## config.mk

```make
export PLATFORM = sky130hd
export DESIGN_NAME = regfile_scoreboard_flat
export DESIGN_NICKNAME = d
export VERILOG_FILES = /design/src/rtl/regfile_scoreboard_pkg.sv /design/src/rtl/regfile_scoreboard_if.sv /design/src/rtl/regfile_scoreboard_hazard.sv /design/src/rtl/regfile_scoreboard.sv /design/src/flat_wrapper.sv
export SDC_FILE = /design/constraint.sdc
export NUM_CORES = 1
export LEC_CHECK = 0
export ABC_AREA = 1
export BUFFER_PORTS_ARGS = -buffer_cell sky130_fd_sc_hd__buf_2
export CORE_MARGIN = 2
export CORE_UTILIZATION = 52
export DETAILED_ROUTE_END_ITERATION = 10
export MAX_ROUTING_LAYER = met4
export PLACE_DENSITY = 0.87
export SYNTH_ARGS = -nofsm -noshare
export SYNTH_HDL_FRONTEND = slang
export SYNTH_SLANG_ARGS = --single-unit
```

## constraint.sdc

```tcl
create_clock -name clk -period 2.46 [get_ports clk]
set_input_delay 0.492 -clock clk [delete_from_list [all_inputs] [get_ports clk]]
set_output_delay 0.492 -clock clk [all_outputs]
set_load 0.02 [all_outputs]
```

## src/rtl/regfile_scoreboard_pkg.sv

```systemverilog
// Shared types for the integer register-file scoreboard.
// This covers register addressing, the busy-bit vector and the in-flight counter.
package regfile_scoreboard_pkg;

  localparam int REG_ADDR_W = 5;
  localparam int NREG       = 32;
  localparam int CNT_W      = 3;

  typedef logic [REG_ADDR_W-1:0] reg_addr_t;
  typedef logic [NREG-1:0]       busy_vec_t;
  typedef logic [CNT_W-1:0]      count_t;

  // A destination is tracked only if a multi-cycle unit writes a real register.
  function automatic logic is_tracked(logic wen, logic is_long, reg_addr_t rd);
    return wen & is_long & (rd != '0);
  endfunction

endpackage

```

## src/rtl/regfile_scoreboard_if.sv

```systemverilog
// Decode/writeback-side bus of the scoreboard.
// Decode (master) presents an instruction and the writeback port; the scoreboard (slave) answers.
interface regfile_scoreboard_if;
  import regfile_scoreboard_pkg::reg_addr_t;

  logic      iss_valid;
  reg_addr_t iss_rs1c;
  reg_addr_t iss_rs2c;
  logic      iss_use_rs1;
  logic      iss_use_rs2;
  reg_addr_t iss_rdc;
  logic      iss_wen;
  logic      iss_long;
  logic      iss_ready;
  logic      wb_valid;
  reg_addr_t wb_rdc;
  logic      flush;
  logic      fwd_rs1;
  logic      fwd_rs2;

  modport master (
    output iss_valid, iss_rs1c, iss_rs2c, iss_use_rs1, iss_use_rs2,
    output iss_rdc, iss_wen, iss_long, wb_valid, wb_rdc, flush,
    input  iss_ready, fwd_rs1, fwd_rs2
  );

  modport slave (
    input  iss_valid, iss_rs1c, iss_rs2c, iss_use_rs1, iss_use_rs2,
    input  iss_rdc, iss_wen, iss_long, wb_valid, wb_rdc, flush,
    output iss_ready, fwd_rs1, fwd_rs2
  );

endinterface

```

## src/rtl/regfile_scoreboard_hazard.sv

```systemverilog
// Combinational hazard/forward check for one register address against the busy
// vector and the writeback bus. BYPASS=1 lets a retiring producer resolve the hazard.
module regfile_scoreboard_hazard
  import regfile_scoreboard_pkg::reg_addr_t;
  import regfile_scoreboard_pkg::busy_vec_t;
#(
  parameter bit BYPASS = 1'b1
) (
  input  reg_addr_t addr,
  input  logic      use_addr,
  input  busy_vec_t busy_vec,
  input  logic      wb_valid,
  input  reg_addr_t wb_rdc,
  output logic      hazard,
  output logic      fwd
);

  logic pending;
  logic retiring;

  // x0 is hardwired, so it never waits on anything.
  assign pending  = use_addr & (addr != '0) & busy_vec[addr];
  assign retiring = wb_valid & (wb_rdc == addr);

  assign hazard = pending & ~(BYPASS & retiring);
  assign fwd    = BYPASS & pending & retiring;

endmodule

```

## src/rtl/regfile_scoreboard.sv

```systemverilog
// Issue-stage scoreboard for the 32x64 register file: tracks in-flight multi-cycle
// writes, gates issue on RAW/WAW/capacity hazards and flags writeback bypass.
module regfile_scoreboard
  import regfile_scoreboard_pkg::reg_addr_t;
  import regfile_scoreboard_pkg::busy_vec_t;
  import regfile_scoreboard_pkg::count_t;
  import regfile_scoreboard_pkg::is_tracked;
#(
  parameter int NREG            = 32,
  parameter bit BYPASS_WB       = 1'b1,
  parameter int MAX_OUTSTANDING = 4
) (
  input  logic                  clk,
  input  logic                  rst,
  regfile_scoreboard_if.slave   sb,
  output busy_vec_t             busy_vec,
  output count_t                outstanding
);

  logic [NREG-1:0] busy_q;
  logic [NREG-1:0] busy_d;
  count_t          count_q;
  count_t          count_d;

  logic raw1, raw2, waw, cap;
  logic fire, set, wb_clr;
  logic unused_rd_fwd;

  regfile_scoreboard_hazard #(.BYPASS(BYPASS_WB)) u_rs1 (
    .addr     (sb.iss_rs1c),
    .use_addr (sb.iss_use_rs1),
    .busy_vec (busy_q),
    .wb_valid (sb.wb_valid),
    .wb_rdc   (sb.wb_rdc),
    .hazard   (raw1),
    .fwd      (sb.fwd_rs1)
  );

  regfile_scoreboard_hazard #(.BYPASS(BYPASS_WB)) u_rs2 (
    .addr     (sb.iss_rs2c),
    .use_addr (sb.iss_use_rs2),
    .busy_vec (busy_q),
    .wb_valid (sb.wb_valid),
    .wb_rdc   (sb.wb_rdc),
    .hazard   (raw2),
    .fwd      (sb.fwd_rs2)
  );

  // A retiring write to rd always clears before the new set lands, so WAW
  // resolves on same-cycle writeback regardless of the operand bypass setting.
  regfile_scoreboard_hazard #(.BYPASS(1'b1)) u_rd (
    .addr     (sb.iss_rdc),
    .use_addr (sb.iss_wen),
    .busy_vec (busy_q),
    .wb_valid (sb.wb_valid),
    .wb_rdc   (sb.wb_rdc),
    .hazard   (waw),
    .fwd      (unused_rd_fwd)
  );

  assign wb_clr = sb.wb_valid & busy_q[sb.wb_rdc];
  assign cap    = is_tracked(sb.iss_wen, sb.iss_long, sb.iss_rdc)
                & (count_q == count_t'(MAX_OUTSTANDING)) & ~wb_clr;

  assign sb.iss_ready = ~(raw1 | raw2 | waw | cap | sb.flush);
  assign fire         = sb.iss_valid & sb.iss_ready;
  assign set          = fire & is_tracked(sb.iss_wen, sb.iss_long, sb.iss_rdc);

  // NOTE: every always_comb target gets a default first so no path can infer a latch.
  always_comb begin
    busy_d = busy_q;
    if (wb_clr) busy_d[sb.wb_rdc] = 1'b0;
    if (set)    busy_d[sb.iss_rdc] = 1'b1;
    count_d = count_q + count_t'(set) - count_t'(wb_clr);
  end

  // NOTE: the busy vector is a handful of flops, not a RAM, so it takes the reset
  // directly; state uses non-blocking assignments so all flops update together.
  always_ff @(posedge clk) begin
    if (!rst) begin
      busy_q  <= '0;
      count_q <= '0;
    end else if (sb.flush) begin
      busy_q  <= '0;
      count_q <= '0;
    end else begin
      busy_q  <= busy_d;
      count_q <= count_d;
    end
  end

  assign busy_vec    = busy_q;
  assign outstanding = count_q;

  a_busy_consistent: assert property (@(posedge clk) disable iff (!rst)
    ($countones(busy_q) == int'(count_q)) && !busy_q[0]);

endmodule

```

## src/flat_wrapper.sv

```systemverilog
// flat-port wrapper written by rule: the top's interface ports become plain ports
module regfile_scoreboard_flat import regfile_scoreboard_pkg::reg_addr_t; import regfile_scoreboard_pkg::busy_vec_t; import regfile_scoreboard_pkg::count_t; import regfile_scoreboard_pkg::is_tracked;
#(
  parameter int NREG            = 32,
  parameter bit BYPASS_WB       = 1'b1,
  parameter int MAX_OUTSTANDING = 4
)
  (clk, rst, busy_vec, outstanding, sb_iss_valid, sb_iss_rs1c, sb_iss_rs2c, sb_iss_use_rs1, sb_iss_use_rs2, sb_iss_rdc, sb_iss_wen, sb_iss_long, sb_wb_valid, sb_wb_rdc, sb_flush, sb_iss_ready, sb_fwd_rs1, sb_fwd_rs2);
  regfile_scoreboard_if sb_i ();
  input  logic clk;
  input  logic rst;
  output busy_vec_t busy_vec;
  output count_t outstanding;
  input wire logic [$bits(sb_i.iss_valid)-1:0] sb_iss_valid;
  input wire logic [$bits(sb_i.iss_rs1c)-1:0] sb_iss_rs1c;
  input wire logic [$bits(sb_i.iss_rs2c)-1:0] sb_iss_rs2c;
  input wire logic [$bits(sb_i.iss_use_rs1)-1:0] sb_iss_use_rs1;
  input wire logic [$bits(sb_i.iss_use_rs2)-1:0] sb_iss_use_rs2;
  input wire logic [$bits(sb_i.iss_rdc)-1:0] sb_iss_rdc;
  input wire logic [$bits(sb_i.iss_wen)-1:0] sb_iss_wen;
  input wire logic [$bits(sb_i.iss_long)-1:0] sb_iss_long;
  input wire logic [$bits(sb_i.wb_valid)-1:0] sb_wb_valid;
  input wire logic [$bits(sb_i.wb_rdc)-1:0] sb_wb_rdc;
  input wire logic [$bits(sb_i.flush)-1:0] sb_flush;
  output wire logic [$bits(sb_i.iss_ready)-1:0] sb_iss_ready;
  output wire logic [$bits(sb_i.fwd_rs1)-1:0] sb_fwd_rs1;
  output wire logic [$bits(sb_i.fwd_rs2)-1:0] sb_fwd_rs2;
  assign sb_i.iss_valid = sb_iss_valid;
  assign sb_i.iss_rs1c = sb_iss_rs1c;
  assign sb_i.iss_rs2c = sb_iss_rs2c;
  assign sb_i.iss_use_rs1 = sb_iss_use_rs1;
  assign sb_i.iss_use_rs2 = sb_iss_use_rs2;
  assign sb_i.iss_rdc = sb_iss_rdc;
  assign sb_i.iss_wen = sb_iss_wen;
  assign sb_i.iss_long = sb_iss_long;
  assign sb_i.wb_valid = sb_wb_valid;
  assign sb_i.wb_rdc = sb_wb_rdc;
  assign sb_i.flush = sb_flush;
  assign sb_iss_ready = sb_i.iss_ready;
  assign sb_fwd_rs1 = sb_i.fwd_rs1;
  assign sb_fwd_rs2 = sb_i.fwd_rs2;
  regfile_scoreboard #(.NREG(NREG), .BYPASS_WB(BYPASS_WB), .MAX_OUTSTANDING(MAX_OUTSTANDING)) u_core (.clk(clk), .rst(rst), .sb(sb_i), .busy_vec(busy_vec), .outstanding(outstanding));
endmodule
```

Yosys cells after proc, flatten, opt, wreduce, memory -nomap -nowiden

Index checks and enable logic that the tools add are counted.

Bits in registers: 35
Input port bits: 29
Output and inout bits: 38

Add/sub/neg operators: 2
Magnitude comparators: 6
Equal/unequal tests: 4
Multiplexer cells: 14
Bitwise gates (word level): 34
Reductions and logical operators: 6

Operator list:

| kind                 | number |
|---|---|
| $mux W32             | 2 |
| $and A32 B32 Y32     | 1 |
| $not A32 Y32         | 1 |
| $or A32 B32 Y32      | 1 |
| $lt A5 B6 Y1 const B | 4 |
| $and A1 B1 Y1        | 21 |
| $bmux W1 S5          | 4 |
| $eq A5 B5 Y1         | 3 |
| $reduce_bool A5 Y1   | 3 |
| $demux W1 S5         | 2 |
| $ge A5 B1 Y1 const B | 2 |
| $mux W1              | 6 |
| $not A1 Y1           | 6 |
| $or A1 B1 Y1         | 4 |
| $add A3 B1 Y3        | 1 |
| $eq A3 B3 Y1 const B | 1 |
| $sub A3 B1 Y3        | 1 |
| $logic_and A1 B1 Y1  | 2 |
| $reduce_or A2 Y1     | 1 |

Longest topological paths before layout

Gate-level depths: netlist (run 1).

Word-level depth: 13
Depth in mapped cells: 18

By module

A second synthesis (run 1) with hierarchy kept.

Cell total of the unflattened synthesis: 654
Area total of the unflattened synthesis: 3634.7 µm²

Modules (own cells, without submodules):

| module                    | times used | cells an instance | area each (µm²) | sequential area each (µm²) |
|---|---|---|---|---|
| regfile_scoreboard        | 1          | 363               | 2242.2          | 700.7 |
| regfile_scoreboard_hazard | 3          | 97                | 464.2           | 0.0 |

Least setup slack after synthesis (run 1)

No wires, ideal clock.

Kind: input to register
From: input sb_wb_rdc[0]
To: register u_core.count_q[2] (netlist: u_core.outstanding[2])
Setup time: 128 ps
Data arrival time: 2430 ps
Data required time: 2332 ps
Path slack: -98 ps
Cell stages on the path: 18
Path through: buf_2 > buf_4 > nand2_1 > nand2_1 > nand2_1 > nand3_1 > nand2_1 > nand2_1 > nor2_1 > nand2_2 > nand2_4 > inv_2 > ha_1 > inv_1 > ha_1 > fa_1 > xnor2_1 > nor2_1

Cells in the longest elaborated chain, start to end: 13

RTL lines:

| what                                                                   | RTL line                 | text |
|---|---|---|
| start: declaration                                                     | flat_wrapper.sv:23       | `input wire logic [$bits(sb_i.wb_rdc)-1:0] sb_wb_rdc;` |
| parallel branches: the longest is 12 deep, another holds $add A3 B1 Y3 | -                        |  |
| $sub A3 B1 Y3 *                                                        | regfile_scoreboard.sv:74 | `count_d = count_q + count_t'(set) - count_t'(wb_clr);` |
| end signal: assignment                                                 | regfile_scoreboard.sv:88 | `count_q <= count_d;` |
| end: declaration                                                       | regfile_scoreboard.sv:22 | `count_t count_q;` |

Every way passes the cells marked *. The select of a mux whose other input is x is not followed.
A chain may end at the register's enable or synchronous reset.

Worst setup path in the final report (run 1)

From: input sb_wb_rdc[4]
To: output sb_iss_ready

Cells in the longest elaborated chain, start to end: 9

RTL lines:

| what                                                                | RTL line                 | text |
|---|---|---|
| parallel branches: the longest is 6 deep, another holds $bmux W1 S5 | -                        |  |
| $or A1 B1 Y1 * (2 in a row)                                         | regfile_scoreboard.sv:65 | `assign sb.iss_ready = ~(raw1 \| raw2 \| waw \| cap \| sb.flush);` |
| $not A1 Y1 *                                                        | regfile_scoreboard.sv:65 |  |
| end: declaration                                                    | flat_wrapper.sv:25       | `output wire logic [$bits(sb_i.iss_ready)-1:0] sb_iss_ready;` |

Marks and branches as above.

==> flow_summary.toml, run 1 <==
[sta]
setup_tns_ns = -0.0299
worst_pin_slew_ns = 1.04
hold_viol = 0
max_freq_mhz = 402
slew_viol_final = 0
setup_violations = 1
fin_crit_sh_pct = 101
grt_setup_unrepaired = "yes"
min_period_ns = 2.49
max-slew-margin-rel_pct = 30.3
fin_ws_ns = -0.0299
finClkSkew_ns = 0.00640

[synth]
synth_cell_types = 37
synth_ff_type = "dfxtp_1"
syn_inst = 656
synth_common_cells = "235 x nand2_1, 63 x nor2_1, 57 x inv_1"
syn-num-nets = 688
syn-cell-area_mm2 = 0.00372
synth_top_area_share_pct = 23.7
ys_top_cells_by_area = "nand2_1 24%, dfxtp_1 19%, nand3_2 7.8%, nor2_1 6.4%, a21oi_1 6.3%"
synth_edf_count = 0
synth-seq-area-share_pct = 18.8
yosysTopAreaCell = "nand2_1"
synth_most_common_cell = "nand2_1"
synth_warnings = 0
postSynthAreaPerCell_um2 = 5.67
async_flop_share_pct = 0
synth_seq_cells = 35

[clock_tree]
cts.sinks = 35
hold_buffers = 0
path_clk_slew_ns = 0.07
cts_tree = "done"
root_buffer = "clkbuf_8"
cts_made_buffers = 5
cts_buffer_depth = 2
h-tree-depth = 2
insertion_delay_ns = 0.30

[die]
pin_count = 67
start_util_pct = 54.2
rows = 30
die_h_um = 88.6
fp.dieW_um = 88.6
core_area_mm2 = 0.00687
dieArea_mm2 = 0.00785

[setup_path]
critical_path_arrival_ns = 2.00
crit_path_end_kind = "output port"
cp_max_fo = 8
critPathKind = "in2out"
start_kind = "input port"
r2r_slack_ns = 0.07
worstPathRequired_ns = 1.97

[placed_design]
routabilityCongestion = 1.06
dpl.cell_count = 847
dpl.hpwl_um = 10600
io_buffers = 66
post-place-ws_ns = -0.226

[global_route]
grt_pass1_wl_um = 22600
antenna_found_initial = 0
grt_max_degree = 35
grt_pass1_vias = 4575
grt.met2_usage_pct = 63.1
grt_overflow = 0
use_met1_pct = 47.5
grt.met3_usage_pct = 6.16
grt.busiest_layer = "met2"
track_usage_pct = 38.6

[power]
ir_drop_v = 0.000304
power.leakage_nw = 2.19
power_mw = 1.66
power_per_cell_area_mw_per_mm2 = 339

[route]
wl_per_cell_um = 17.3
initialDrtViolationCount = 575
dr.pass1.iters = 6
avgViaCountPerCell = 5.84
drc = 0
wl_um = 15000
ant_nets = 0
routed-via-count = 5063

[layout]
antennaDiodeCount = 0
utilization_pct = 71.5
final_cells = 867
drive_gt1_share_pct = 30.1
area_growth_pct = 32.0
nNetsFinal = 802

[run_status]
status = "finished, violations left"
failed_checks = "setup timing"

[run]
cap_violations = 0

[min_path]
hold_class = "in2reg"
state kept, by name (all words and copies together), names as in the netlist:
name / cells
u_core.busy_vec: 32
u_core.outstanding: 3
worst max-delay path, cell delays in order:
cell,delay (ns)
buf_2,0.26
inv_2,0.13
nor3_2,0.24
nand2_1,0.11
nand2_1,0.08
nor2_1,0.05
nand2_2,0.08
nand2_4,0.07
nand2_4,0.07
nand3_4,0.08
buf_6,0.14
nor2_8,0.08
buf_6,0.12
cell usage in the layout, fill, tap and decap left out, drive strengths merged:
cell type / netlist / final
a21oi: 48 / 48
buf: 26 / 138
bufinv: 0 / 2
clkbuf: 8 / 7
clkinv: 2 / 2
clkinvlp: 0 / 4
dfxtp: 35 / 35
fa: 1 / 1
ha: 2 / 2
inv: 66 / 64
nand2: 238 / 238
nand3: 65 / 65
nand4: 1 / 1
nor2: 66 / 66
nor3: 17 / 17
nor4: 2 / 2
o2111ai: 1 / 1
o211ai: 8 / 8
o21ai: 55 / 55
o22ai: 7 / 7
o41ai: 1 / 1
or2: 1 / 1
xnor2: 2 / 2
xor2: 4 / 4
metal layers:
layer	vias to the layer above	part of all wire, %	wire length [um]
li1	2347	-	-
met1	2271	36	5410
met2	363	47	7070
met3	82	12	1860
met4	0	4.7	707
met5	-	0	0
cell families after synthesis:
kind of cell	count (synthesis)	synth area share (%)
AOI/OAI and AO/OA	120	17.2
and+or+nand+nor	390	48.1
xor gates and xnor gates	6	1.41
adders and majority gates	3	1.21
DFF	35	18.8
buffers and inverters	102	13.3
power by group:
group          internal [mW]  leakage, nW  switching, mW
clock                  0.404       0.0644          0.232
sequential             0.566        0.288       0.000745
combinational          0.179         1.84          0.282
repair_timing:
action / in CTS / in global routing
endpoints found under the setup margin: 2 / 22
resized for setup: 12 / 35
pin swaps: 4 / 12
setup buffers: 0 / 8
gates cloned: 2 / 2
hold endpoints to repair: 0 / 0
final cells by class:
type | instances | area, um^2
clock buffer | 5 | 68.8
inverter | 68 | 273
timing repair inverter | 1 | 7.51
sequential | 35 | 716
clock inverter | 3 | 67.6
fill | 629 | 1960
tap | 96 | 120
timing repair buffer | 140 | 1040
multi-input combinational | 519 | 2620
worst paths after layout:
| path | start | endpoint | depth (start not counted) |
|---|---|---|---|
| max | sb_wb_rdc[4] | sb_iss_ready | 13 |
| min | sb_flush | u_core.busy_vec[0] | 4 |
| max reg2reg | u_core.busy_vec[22] | u_core.outstanding[1] | 16 |
| min reg2reg | u_core.busy_vec[9] | u_core.busy_vec[9] | 2 |
stage by stage:
step,cell area [um^2],hold WS (ns)
after floorplan,3810,0.565
final,4910,0.522
after global routing,4910,0.547
after global placement,4530,0.481
after detailed placement,4530,0.516
after CTS,4750,0.525
Power figures use the tool's default switching activity.
==> run 2, diff against run 1 <==
Settings changed: TNS_END_PERCENT from default to 1.
==> run 2 against run 1 <==
- the flow still finishes with violations (setup timing)
- wire length increased by 2.9%
- clock skew increased by 0.0014 ns
- die area unchanged
- non-clock buffer count increased by 24
- count of clock-buffer cells in the layout increased by 2
- sequential cell count unchanged
- largest cell class unchanged
- design area increased by 7.4%
- sequential power decreased by 0.9%
- critical path depth increased by 4
- power decreased by 9.0%
==> flow_summary.toml, run 2 (synthesis gave the netlist of run 1 again) <==
[run_status]
status = "finished, violations left"
failed_checks = "setup timing"

[global_route]
antenna_found_initial = 0
grt_pass1_wl_um = 22000
grt_overflow = 0
track_usage_pct = 37.8
grt_pass1_vias = 4329
grt_max_degree = 32

[power]
p_sw_mw = 0.536
switching_share_pct = 35.4
seqPwrFrac_pct = 37.2
combPwrFrac_pct = 34.4
power.leakage_nw = 2.36
power_mw = 1.51
clkPwrFrac_pct = 28.4
p_int_mw = 0.978
ir_drop_v = 0.000285
power_per_cell_area_mw_per_mm2 = 287

[layout]
nNetsFinal = 826
finalInstanceArea_mm2 = 0.00528
antennaDiodeCount = 0
mostFrequentLayoutCell = "nand2_1"
area_growth_pct = 41.8
largest_register_ffs = 32
drive_gt1_share_pct = 36.4
utilization_pct = 76.8
final_cells = 891
final_cell_mix = "229 x nand2_1, 76 x buf_4, 58 x buf_2, 57 x nor2_1, 50 x inv_1"

[placed_design]
post-place-ws_ns = -0.302
dpl.hpwl_um = 10800
dpl.cell_count = 866
routabilityCongestion = 1.01
io_buffers = 66
place_area_mm2 = 0.00462

[route]
wl_um = 15500
dr.pass1.iters = 6
routed-via-count = 5165
drc = 0
ant_nets = 0
wl_per_cell_um = 17.4
avgViaCountPerCell = 5.80
initialDrtViolationCount = 553

[clock_tree]
cts.sinks = 35
cts_made_buffers = 5
insertion_delay_ns = 0.29
path_clk_slew_ns = 0.08
root_buffer = "clkbuf_8"
h-tree-depth = 2
cts_buffer_depth = 2
cts_tree = "done"

[sta]
holdWs_ns = 0.512
fin_crit_sh_pct = 104
finClkSkew_ns = 0.00784
slew_viol_final = 0
setup_tns_ns = -0.210
max_freq_mhz = 391
hold_viol = 0
worst_pin_slew_ns = 0.436
max-slew-margin-rel_pct = 70.8
grt_setup_unrepaired = "yes"
setup_violations = 3
fin_ws_ns = -0.0944
min_period_ns = 2.55

[setup_path]
critical_path_arrival_ns = 2.06
start_kind = "input port"
max_stage_delay_ns = 0.14
crit_top_cell = "nand2_1"
cp_slowest_cell = "nor2_2"
worstPathRequired_ns = 1.97
crit_path_end_kind = "output port"
cp_max_fo = 6
path_cells = "buf_12, clkinv_8, buf_8, buf_4, nand2_1, nand2_1, nand2_1, nand2_1, nor2_2, nand2_2, nand2_4, buf_6, nand2_4, nand3_4, buf_6, nor2_8, buf_6"
critPathKind = "in2out"

[die]
start_util_pct = 54.2
rows = 30
pin_count = 67
die_h_um = 88.6
dieArea_mm2 = 0.00785
core_area_mm2 = 0.00687
fp.dieW_um = 88.6

[run]
cap_violations = 0

[min_path]
hold_class = "reg2reg"
[run 2: cell type report]
| class | instances | area [um^2] |
|---|---|---|
| Clock buffer | 7 | 76.3 |
| Clock inverter | 1 | 5.00 |
| Fill cell | 552 | 1590 |
| Inverter | 68 | 309 |
| Multi-Input combinational cell | 519 | 2710 |
| Sequential cell | 35 | 748 |
| Tap cell | 96 | 120 |
| Timing Repair Buffer | 164 | 1300 |
| Timing Repair inverter | 1 | 7.51 |
[run 2: power groups by stage]
stage                     logic, mW  registers [mW]  clock network (mW)
final                         0.521           0.562               0.430
after detailed placement      0.413           0.580                   0
after CTS                     0.450           0.567               0.424
after floorplan               0.251           0.581                   0
after global placement        0.409           0.580                   0
after global routing          0.549           0.562               0.446
[run 2: final timing paths]
path	start	end	slack, ns	depth (start not counted)
setup reg to reg	u_core.busy_vec[5]	u_core.outstanding[1]	0.04	17
hold reg to reg	u_core.busy_vec[26]	u_core.busy_vec[26]	0.51	2
hold / removal	u_core.busy_vec[26]	u_core.busy_vec[26]	0.51	2
setup / recovery	sb_wb_rdc[1]	sb_iss_ready	-0.09	17
[run 2: metal layers]
| metal | vias to the layer above | global-route usage (%) | share of wire, % |
|---|---|---|---|
| li1 | 2398 | - | - |
| met1 | 2330 | 48.7 | 37 |
| met2 | 359 | 60.4 | 47 |
| met3 | 78 | 5.60 | 11 |
| met4 | 0 | 13.1 | 4.6 |
| met5 | - | - | 0 |
[run 2: what timing repair did]
item | 4_1_cts | 5_1_grt
setup endpoints to repair | 1 | 8
setup buffers | 6 | 9
gates cloned | 0 | 2
pin swaps | 12 | 26
hold buffers | 0 | 0
gates resized for setup | 57 | 90
[run 2: critical path, delay by kind of cell]
kind                   cells  cell delay (ns)
buffers and inverters      7             0.76
AND/OR/NAND/NOR           10             0.76
